$ cat src/rtl/bsg_pkg.sv
// Shared definitions for the BSG receiver: register map, CONTROL bit
// positions, receive FSM state encoding and the Gray-to-binary helper.
package bsg_pkg;

  localparam logic [7:0] ADDR_CONTROL = 8'h00;
  localparam logic [7:0] ADDR_DATA0   = 8'h01;
  localparam logic [7:0] ADDR_DATA1   = 8'h02;

  localparam int CTRL_RXENABLE = 0;
  localparam int CTRL_INTMSK   = 1;
  localparam int CTRL_INTFLAG  = 2;
  localparam int CTRL_STATUS   = 3;
  localparam int CTRL_OVERRUN  = 4;
  localparam int CTRL_FRAMEERR = 5;

  typedef enum logic [2:0] {
    ST_IDLE   = 3'd0,
    ST_SYNC   = 3'd1,
    ST_DATA0  = 3'd2,
    ST_DATA1  = 3'd3,
    ST_COMMIT = 3'd4
  } state_t;

  // Gray to binary: each binary bit is the XOR of all Gray bits at or above it.
  function automatic logic [7:0] gray_decode(input logic [7:0] g);
    logic [7:0] b;
    b[7] = g[7];
    for (int i = 6; i >= 0; i--) begin
      b[i] = b[i+1] ^ g[i];
    end
    return b;
  endfunction

endpackage

$ cat src/rtl/bsg_rx_if.sv
// Byte-wide register bus shared with the BSG transmitter.
// we = 0 writes Data_in to addr on the clock edge, we = 1 reads addr.
interface bsg_rx_if;
  logic [7:0] Data_in;
  logic [7:0] addr;
  logic       we;
  logic [7:0] Data_out;

  modport master (output Data_in, output addr, output we, input Data_out);
  modport slave  (input Data_in, input addr, input we, output Data_out);
endinterface

$ cat src/rtl/gray_decoder.sv
// 8-bit combinational Gray-to-binary decoder; inverse of the transmitter's
// encoder.
module gray_decoder
  import bsg_pkg::*;
(
  input  logic [7:0] i_gray,
  output logic [7:0] o_bin
);

  assign o_bin = gray_decode(i_gray);

endmodule

$ cat src/rtl/bsg_rx.sv
// BSG receiver: detects a sync symbol on the strobed RX_IN stream, samples
// two Gray-coded data symbols mid-symbol, decodes them into DATA_0/DATA_1
// and raises INTFLAG on each completed frame.
// Optional build macro: BSG_RX_STABLE_CHK_EN -- require every strobe of a
// symbol to match its first sample; a mismatch sets FRAMEERR and drops the
// frame. Without it FRAMEERR can never be set.
module bsg_rx
  import bsg_pkg::*;
#(
  parameter int         SYM_LEN   = 8,
  parameter logic [7:0] SYNC_WORD = 8'hA5
) (
  input  logic       SYS_CLK,
  input  logic       SYS_RST_N,
  input  logic [7:0] RX_IN,
  input  logic       RX_STB,
  output logic       BSG_INT,
  bsg_rx_if.slave    bus
);

  localparam logic [7:0] LAST_CNT = 8'(SYM_LEN - 1);
  localparam logic [7:0] MID_CNT  = 8'(SYM_LEN / 2);

  state_t     r_state, w_state_nxt;
  logic [7:0] r_cnt, w_cnt_nxt;
  logic [7:0] r_shadow0, r_shadow1;
  logic [7:0] r_data0, r_data1;
  logic [7:0] r_dout, w_rd_data;
  logic       r_rxen, r_intmsk, r_intflag, r_overrun, r_frameerr, r_int;
  logic       w_lat0, w_lat1, w_commit, w_ferr_set, w_mismatch;
  logic       w_status, w_wr_ctrl;
  logic [7:0] w_bin0, w_bin1;
  logic       w_unused_bits;

  assign w_status      = (r_state != ST_IDLE);
  assign w_wr_ctrl     = !bus.we && (bus.addr == ADDR_CONTROL);
  assign w_unused_bits = ^{bus.Data_in[7:6], bus.Data_in[3]};

  gray_decoder u_dec0 (.i_gray(r_shadow0), .o_bin(w_bin0));
  gray_decoder u_dec1 (.i_gray(r_shadow1), .o_bin(w_bin1));

`ifdef BSG_RX_STABLE_CHK_EN
  logic [7:0] r_first;

  // Capture the first strobe of each data symbol as its reference value.
  always_ff @(posedge SYS_CLK or negedge SYS_RST_N) begin
    if (!SYS_RST_N) begin
      r_first <= 8'h00;
    end else if (RX_STB && r_rxen && (r_cnt == 8'd0) &&
                 ((r_state == ST_DATA0) || (r_state == ST_DATA1))) begin
      r_first <= RX_IN;
    end
  end

  // Flag any later strobe that differs from the symbol's reference value.
  always_comb begin
    w_mismatch = 1'b0;
    if (RX_STB) begin
      if (r_state == ST_SYNC) begin
        w_mismatch = (RX_IN != SYNC_WORD);
      end else if (((r_state == ST_DATA0) || (r_state == ST_DATA1)) &&
                   (r_cnt != 8'd0)) begin
        w_mismatch = (RX_IN != r_first);
      end else begin
        w_mismatch = 1'b0;
      end
    end else begin
      w_mismatch = 1'b0;
    end
  end
`else
  assign w_mismatch = 1'b0;
`endif

  // Next-state, strobe counter and per-cycle action decode for the framer.
  always_comb begin
    w_state_nxt = r_state;
    w_cnt_nxt   = r_cnt;
    w_lat0      = 1'b0;
    w_lat1      = 1'b0;
    w_commit    = 1'b0;
    w_ferr_set  = 1'b0;
    if (!r_rxen && (r_state != ST_IDLE)) begin
      // Disabling the receiver abandons the frame without side effects.
      w_state_nxt = ST_IDLE;
      w_cnt_nxt   = 8'd0;
    end else begin
      case (r_state)
        ST_IDLE: begin
          if (r_rxen && RX_STB && (RX_IN == SYNC_WORD)) begin
            w_state_nxt = ST_SYNC;
            w_cnt_nxt   = 8'd1;
          end else begin
            w_state_nxt = ST_IDLE;
          end
        end
        ST_SYNC, ST_DATA0, ST_DATA1: begin
          if (!RX_STB) begin
            w_state_nxt = r_state;
          end else if (w_mismatch) begin
            w_ferr_set  = 1'b1;
            w_state_nxt = ST_IDLE;
            w_cnt_nxt   = 8'd0;
          end else begin
            w_lat0 = (r_state == ST_DATA0) && (r_cnt == MID_CNT);
            w_lat1 = (r_state == ST_DATA1) && (r_cnt == MID_CNT);
            if (r_cnt == LAST_CNT) begin
              w_cnt_nxt = 8'd0;
              if (r_state == ST_SYNC) begin
                w_state_nxt = ST_DATA0;
              end else if (r_state == ST_DATA0) begin
                w_state_nxt = ST_DATA1;
              end else begin
                w_state_nxt = ST_COMMIT;
              end
            end else begin
              w_cnt_nxt = r_cnt + 8'd1;
            end
          end
        end
        ST_COMMIT: begin
          w_commit    = 1'b1;
          w_state_nxt = ST_IDLE;
          w_cnt_nxt   = 8'd0;
        end
        default: begin
          w_state_nxt = ST_IDLE;
          w_cnt_nxt   = 8'd0;
        end
      endcase
    end
  end

  // Framer state, strobe counter and mid-symbol shadow registers.
  always_ff @(posedge SYS_CLK or negedge SYS_RST_N) begin
    if (!SYS_RST_N) begin
      r_state   <= ST_IDLE;
      r_cnt     <= 8'd0;
      r_shadow0 <= 8'h00;
      r_shadow1 <= 8'h00;
    end else begin
      r_state <= w_state_nxt;
      r_cnt   <= w_cnt_nxt;
      if (w_lat0) r_shadow0 <= RX_IN;
      if (w_lat1) r_shadow1 <= RX_IN;
    end
  end

  // CONTROL and data registers; hardware set beats a same-cycle bus clear.
  always_ff @(posedge SYS_CLK or negedge SYS_RST_N) begin
    if (!SYS_RST_N) begin
      r_rxen     <= 1'b0;
      r_intmsk   <= 1'b0;
      r_intflag  <= 1'b0;
      r_overrun  <= 1'b0;
      r_frameerr <= 1'b0;
      r_data0    <= 8'h00;
      r_data1    <= 8'h00;
    end else begin
      if (w_wr_ctrl) begin
        r_rxen   <= bus.Data_in[CTRL_RXENABLE];
        r_intmsk <= bus.Data_in[CTRL_INTMSK];
      end
      if (w_commit) begin
        r_intflag <= 1'b1;
        r_data0   <= w_bin0;
        r_data1   <= w_bin1;
      end else if (w_wr_ctrl && !bus.Data_in[CTRL_INTFLAG]) begin
        r_intflag <= 1'b0;
      end
      if (w_commit && r_intflag) begin
        r_overrun <= 1'b1;
      end else if (w_wr_ctrl && !bus.Data_in[CTRL_OVERRUN]) begin
        r_overrun <= 1'b0;
      end
      if (w_ferr_set) begin
        r_frameerr <= 1'b1;
      end else if (w_wr_ctrl && !bus.Data_in[CTRL_FRAMEERR]) begin
        r_frameerr <= 1'b0;
      end
    end
  end

  // Read data selection by address.
  always_comb begin
    w_rd_data = 8'h00;
    case (bus.addr)
      ADDR_CONTROL: w_rd_data = {2'b00, r_frameerr, r_overrun, w_status,
                                 r_intflag, r_intmsk, r_rxen};
      ADDR_DATA0:   w_rd_data = r_data0;
      ADDR_DATA1:   w_rd_data = r_data1;
      default:      w_rd_data = 8'h00;
    endcase
  end

  // Registered read port and interrupt output.
  always_ff @(posedge SYS_CLK or negedge SYS_RST_N) begin
    if (!SYS_RST_N) begin
      r_dout <= 8'h00;
      r_int  <= 1'b0;
    end else begin
      if (bus.we) r_dout <= w_rd_data;
      r_int <= r_intmsk & r_intflag;
    end
  end

  assign bus.Data_out = r_dout;
  assign BSG_INT      = r_int;

endmodule

$ cat src/flat_wrapper.sv
// flat-port wrapper written by rule: the top's interface ports become plain ports
module bsg_rx_flat import bsg_pkg::*;
#(
  parameter int         SYM_LEN   = 8,
  parameter logic [7:0] SYNC_WORD = 8'hA5
)
  (SYS_CLK, SYS_RST_N, RX_IN, RX_STB, BSG_INT, bus_Data_in, bus_addr, bus_we, bus_Data_out);
  bsg_rx_if bus_i ();
  input  logic SYS_CLK;
  input  logic SYS_RST_N;
  input  logic [7:0] RX_IN;
  input  logic RX_STB;
  output logic BSG_INT;
  input wire logic [$bits(bus_i.Data_in)-1:0] bus_Data_in;
  input wire logic [$bits(bus_i.addr)-1:0] bus_addr;
  input wire logic [$bits(bus_i.we)-1:0] bus_we;
  output wire logic [$bits(bus_i.Data_out)-1:0] bus_Data_out;
  assign bus_i.Data_in = bus_Data_in;
  assign bus_i.addr = bus_addr;
  assign bus_i.we = bus_we;
  assign bus_Data_out = bus_i.Data_out;
  bsg_rx #(.SYM_LEN(SYM_LEN), .SYNC_WORD(SYNC_WORD)) u_core (.SYS_CLK(SYS_CLK), .SYS_RST_N(SYS_RST_N), .RX_IN(RX_IN), .RX_STB(RX_STB), .BSG_INT(BSG_INT), .bus(bus_i));
endmodule
$ cat config.mk
export PLATFORM = sky130hd
export DESIGN_NAME = bsg_rx_flat
export DESIGN_NICKNAME = d
export VERILOG_FILES = /design/src/rtl/bsg_pkg.sv /design/src/rtl/bsg_rx_if.sv /design/src/rtl/gray_decoder.sv /design/src/rtl/bsg_rx.sv /design/src/flat_wrapper.sv
export SDC_FILE = /design/constraint.sdc
export NUM_CORES = 1
export LEC_CHECK = 0
export ABC_CLOCK_PERIOD_IN_PS = 2200
export BUFFER_PORTS_ARGS = -buffer_cell sky130_fd_sc_hd__clkbuf_2
export CORE_UTILIZATION = 50
export CTS_CLUSTER_SIZE = 24
export DETAILED_ROUTE_END_ITERATION = 10
export PLACE_DENSITY_LB_ADDON = 0.08
export SLEW_MARGIN = 25
export SYNTH_ARGS = -nofsm -noshare
export SYNTH_HDL_FRONTEND = slang
export SYNTH_SLANG_ARGS = --single-unit
$ cat constraint.sdc
create_clock -name SYS_CLK -period 2.2 [get_ports SYS_CLK]
set_input_delay 0.11 -clock SYS_CLK [delete_from_list [all_inputs] [get_ports SYS_CLK]]
set_output_delay 0.11 -clock SYS_CLK [all_outputs]
set_load 0.01 [all_outputs]
==> results.sh <==
export IMPL_status="finished clean"
export IMPL_hold_viol=0
export IMPL_grt_overflow=0
export IMPL_grt_pass1_wl_mm=9.03
export IMPL_crit_path_start_kind="flip-flop"
export IMPL_skew_ns=0.00783
export IMPL_yosysWarnings=0
export IMPL_synth_ff_type="dfrtp_1"
export IMPL_fmax_mhz=483
export IMPL_relSlewSlack_pct=53.2
export IMPL_synth_top_area_share_pct=49.2
export IMPL_wire_per_inst_um=14.3
export IMPL_comb_power_share_pct=4.7
export IMPL_fp_dieW_um=77.5
export IMPL_setup_violations=0
export IMPL_cts_sink_count=56
export IMPL_clk_latency_ns=0.31
export IMPL_drive_gt1_share_pct=27.5
export IMPL_fin_crit_ns=2.07
export IMPL_powerDensity_mw_per_mm2=533
export IMPL_power_mw=1.71
export IMPL_p_seq_share_pct=60.8
export IMPL_grt_pass1_vias=1856
export IMPL_crit_path_top_delay_cell="or4b_4"
export IMPL_cts_inserted_buffers=5
export IMPL_drtIter0Drc=81
export IMPL_tightestPinTransition_ns=0.702
export IMPL_cp_end_kind="flip-flop"
export IMPL_cts_max_path_buffers=2
export IMPL_hp_start="bus_Data_in[1]"
export IMPL_ir_drop_mv=0.422
export IMPL_crit_required_ns=2.40
export IMPL_pin_count=37
export IMPL_drc_errors=0
export IMPL_dp_hpwl_mm=3.78
export IMPL_yosys_area_top_type="dfrtp_1"
export IMPL_p_clk_share_pct=34.5
export IMPL_antenna_found_initial=0
export IMPL_post_place_ws_ns=0.164
export IMPL_r2r_start="u_core.r_cnt[4]"
export IMPL_grt_setup_unrepaired="false"
export IMPL_grt_max_degree=57
export IMPL_clkTransAtPathRegs_ns=0.10
export IMPL_root_buffer="clkbuf_8"
export IMPL_syn_inst=247
export IMPL_syn_num_nets=277
export IMPL_ys_seq_area_share_pct=49.2
export IMPL_cts_max_level=2
export IMPL_synth_area_leaders="dfrtp_1 (49%), mux2_2 (5.9%), xnor3_1 (4.7%)"
export IMPL_hold_class="primary input to flip-flop"
export IMPL_n_antenna_cell=0
export IMPL_drv_slew=0
export IMPL_core_area_mm2=0.00551
export IMPL_crit_type="flip-flop to flip-flop"
export IMPL_routed_wl_mm=5.10
export IMPL_crit_path_cell_trace="or4b_4, nor4b_4, nand4_4, mux2_1"
export IMPL_tritoncts="yes"
export IMPL_cp_max_fo=8
export IMPL_p_int_mw=1.30
export IMPL_portBuffers=32
export IMPL_timing_final_crit_share_pct=94.1
export IMPL_dieArea_mm2=0.00600
export IMPL_critPathMaxStageDelay_ns=0.59
export IMPL_start_util_pct=51.7
export IMPL_utilization_pct=58.2
export IMPL_fin_tns_setup_ns=0
export IMPL_layout_nets=313
export IMPL_area_growth_syn_to_layout_pct=12.5
export IMPL_synth_seq_cells=56
export IMPL_via_count=1913
export IMPL_swShare_pct=23.9
export IMPL_switchingPower_mw=0.408
export IMPL_cts_resized=0
export IMPL_rows=27
export IMPL_fin_ws_ns=0.129
export IMPL_drtAntennaViolNets=0
export IMPL_synth_cell_types=49
export IMPL_synth_avg_cell_area_um2=11.5
export IMPL_finalWeightedCongestion=0.842
export IMPL_synth_edf_count=0
export IMPL_cp_data_arrival_time_ns=2.27
export IMPL_die_y_um=77.5
export IMPL_startpoint="u_core.r_cnt[4]"
export IMPL_drtPass1Iterations=4
export IMPL_power_leakage_nw=1.53
export IMPL_grt_util_all_layers_pct=19.3
export IMPL_async_flop_share_pct=100
export IMPL_holdWs_ns=0.0243
export IMPL_cap_violations=0
export IMPL_ff_latch_area_mm2=0.00140
export IMPL_multi_input_area_mm2=0.00135
export IMPL_nFillCells=460
export IMPL_viasPerCell=5.37
export IMPL_netlist_area_mm2=0.00285
metrics by stage:
stage	area [µm²]	std cells
floorplan	2850	247
global placement	3100	347
detailed placement	3100	347
CTS	3200	356
global route	3200	356
finish	3200	356
Yosys cell counts, types with 2 or more instances:
master     n
nor2b_1    3
mux2_2    15
xnor3_1    6
o211ai_1   3
xnor2_1    7
mux2i_1    6
nand2b_1   2
a22o_1     4
ha_1       2
nand2_1   18
nand3_1    7
nor2_1    12
o31ai_1    3
o22ai_1    5
mux2_4     8
or4_1      7
nor3_1     5
o21ai_0   18
a21oi_1    8
nand4b_1   2
inv_1     11
xor2_1     4
or3_1      2
dfrtp_1   56
buf_2      3
clkbuf_1   7
final cells by class:
cell class                      instances  area share, %
Inverter                               11           1.29
Timing Repair Buffer                   40           6.95
Clock inverter                          3          0.859
Sequential cell                        56           43.7
Clock buffer                            5           2.15
Tap cell                               72           2.81
Multi-Input combinational cell        169           42.2
critical path: cells and delay by family (launching register included):
kind,cells,cell delay [ns]
multiplexers,1,0.36
flip-flops,1,0.45
AND/OR/NAND/NOR,3,1.14
sequential cells by signal, indices dropped and copies added (netlist names):
name and flops:
u_core.r_rxen 1, u_core.r_cnt 8, u_core.BSG_INT 1, u_core.r_shadow1 8
u_core.r_data1 8, u_core.r_shadow0 8, u_core.r_intmsk 1, u_core.r_intflag 1
u_core.bus.Data_out 8, u_core.r_overrun 1, u_core.r_state 3, u_core.r_data0 8
per-layer routing:
layer	share of wire, %	vias up	GRT usage [%]	routed length, µm
li1	-	967	-	-
met5	0	-	0	0
met1	50	906	27.5	2550
met4	0.82	0	3.96	42
met3	3.1	5	4.35	158
met2	46	35	30.3	2360
cells by family after synthesis:
group / synth area share [%]
muxes: 12.7
buffers and inverters: 3.30
xor gates and xnor gates: 8.13
AOI/OAI and AO/OA: 10.8
and+or+nand+nor: 15.1
adders and majority gates: 0.879
DFF: 49.2
placed cells by master (no fill, tap or decap), types with 2 or more instances in the layout:
master | netlist | final
nand4b_1 | 2 | 2
or4_1 | 7 | 7
mux2_4 | 8 | 8
o22ai_1 | 5 | 5
xor2_1 | 4 | 4
o31ai_1 | 3 | 3
or3_1 | 2 | 2
clkbuf_2 | 0 | 32
xnor3_1 | 6 | 6
nand3_1 | 7 | 7
a22o_1 | 4 | 4
mux2_2 | 15 | 15
a21oi_1 | 8 | 8
o21ai_0 | 18 | 18
nor2b_1 | 3 | 3
nor3_1 | 5 | 5
nand2_1 | 18 | 18
nor2_1 | 12 | 12
nand2b_1 | 2 | 2
buf_4 | 0 | 7
mux2i_1 | 6 | 6
dfrtp_1 | 56 | 56
inv_1 | 11 | 11
clkbuf_8 | 0 | 5
ha_1 | 2 | 2
xnor2_1 | 7 | 7
o211ai_1 | 3 | 3
power groups by stage:
stage / sequential, mW / combinational (mW) / clock [mW]
2_1_floorplan: 1.06 / 0.0296 / 0
3_5_place_dp: 1.06 / 0.0824 / 0
6_report: 1.04 / 0.0810 / 0.588
5_1_grt: 1.04 / 0.0928 / 0.663
3_3_place_gp: 1.06 / 0.0821 / 0
4_1_cts: 1.04 / 0.0839 / 0.614
repair_timing:
item,4_1_cts,5_1_grt
hold buffers,1,0
hold endpoints to repair,56,0
buffers inserted,0,0
path summary, 6_finish.rpt:
kind	endpoint	slack [ns]	cells past startpoint
setup / recovery	u_core.r_shadow0[4]	0.13	4
hold / removal	u_core.r_intmsk	0.02	2
setup reg to reg	u_core.r_shadow0[4]	0.13	4
hold reg to reg	u_core.r_data0[1]	0.49	2
max in group asynchronous	u_core.r_shadow0[0]	1.27	3
min in group asynchronous	u_core.r_intmsk	0.45	3
No activity file was read; power rests on OpenSTA's default activity.
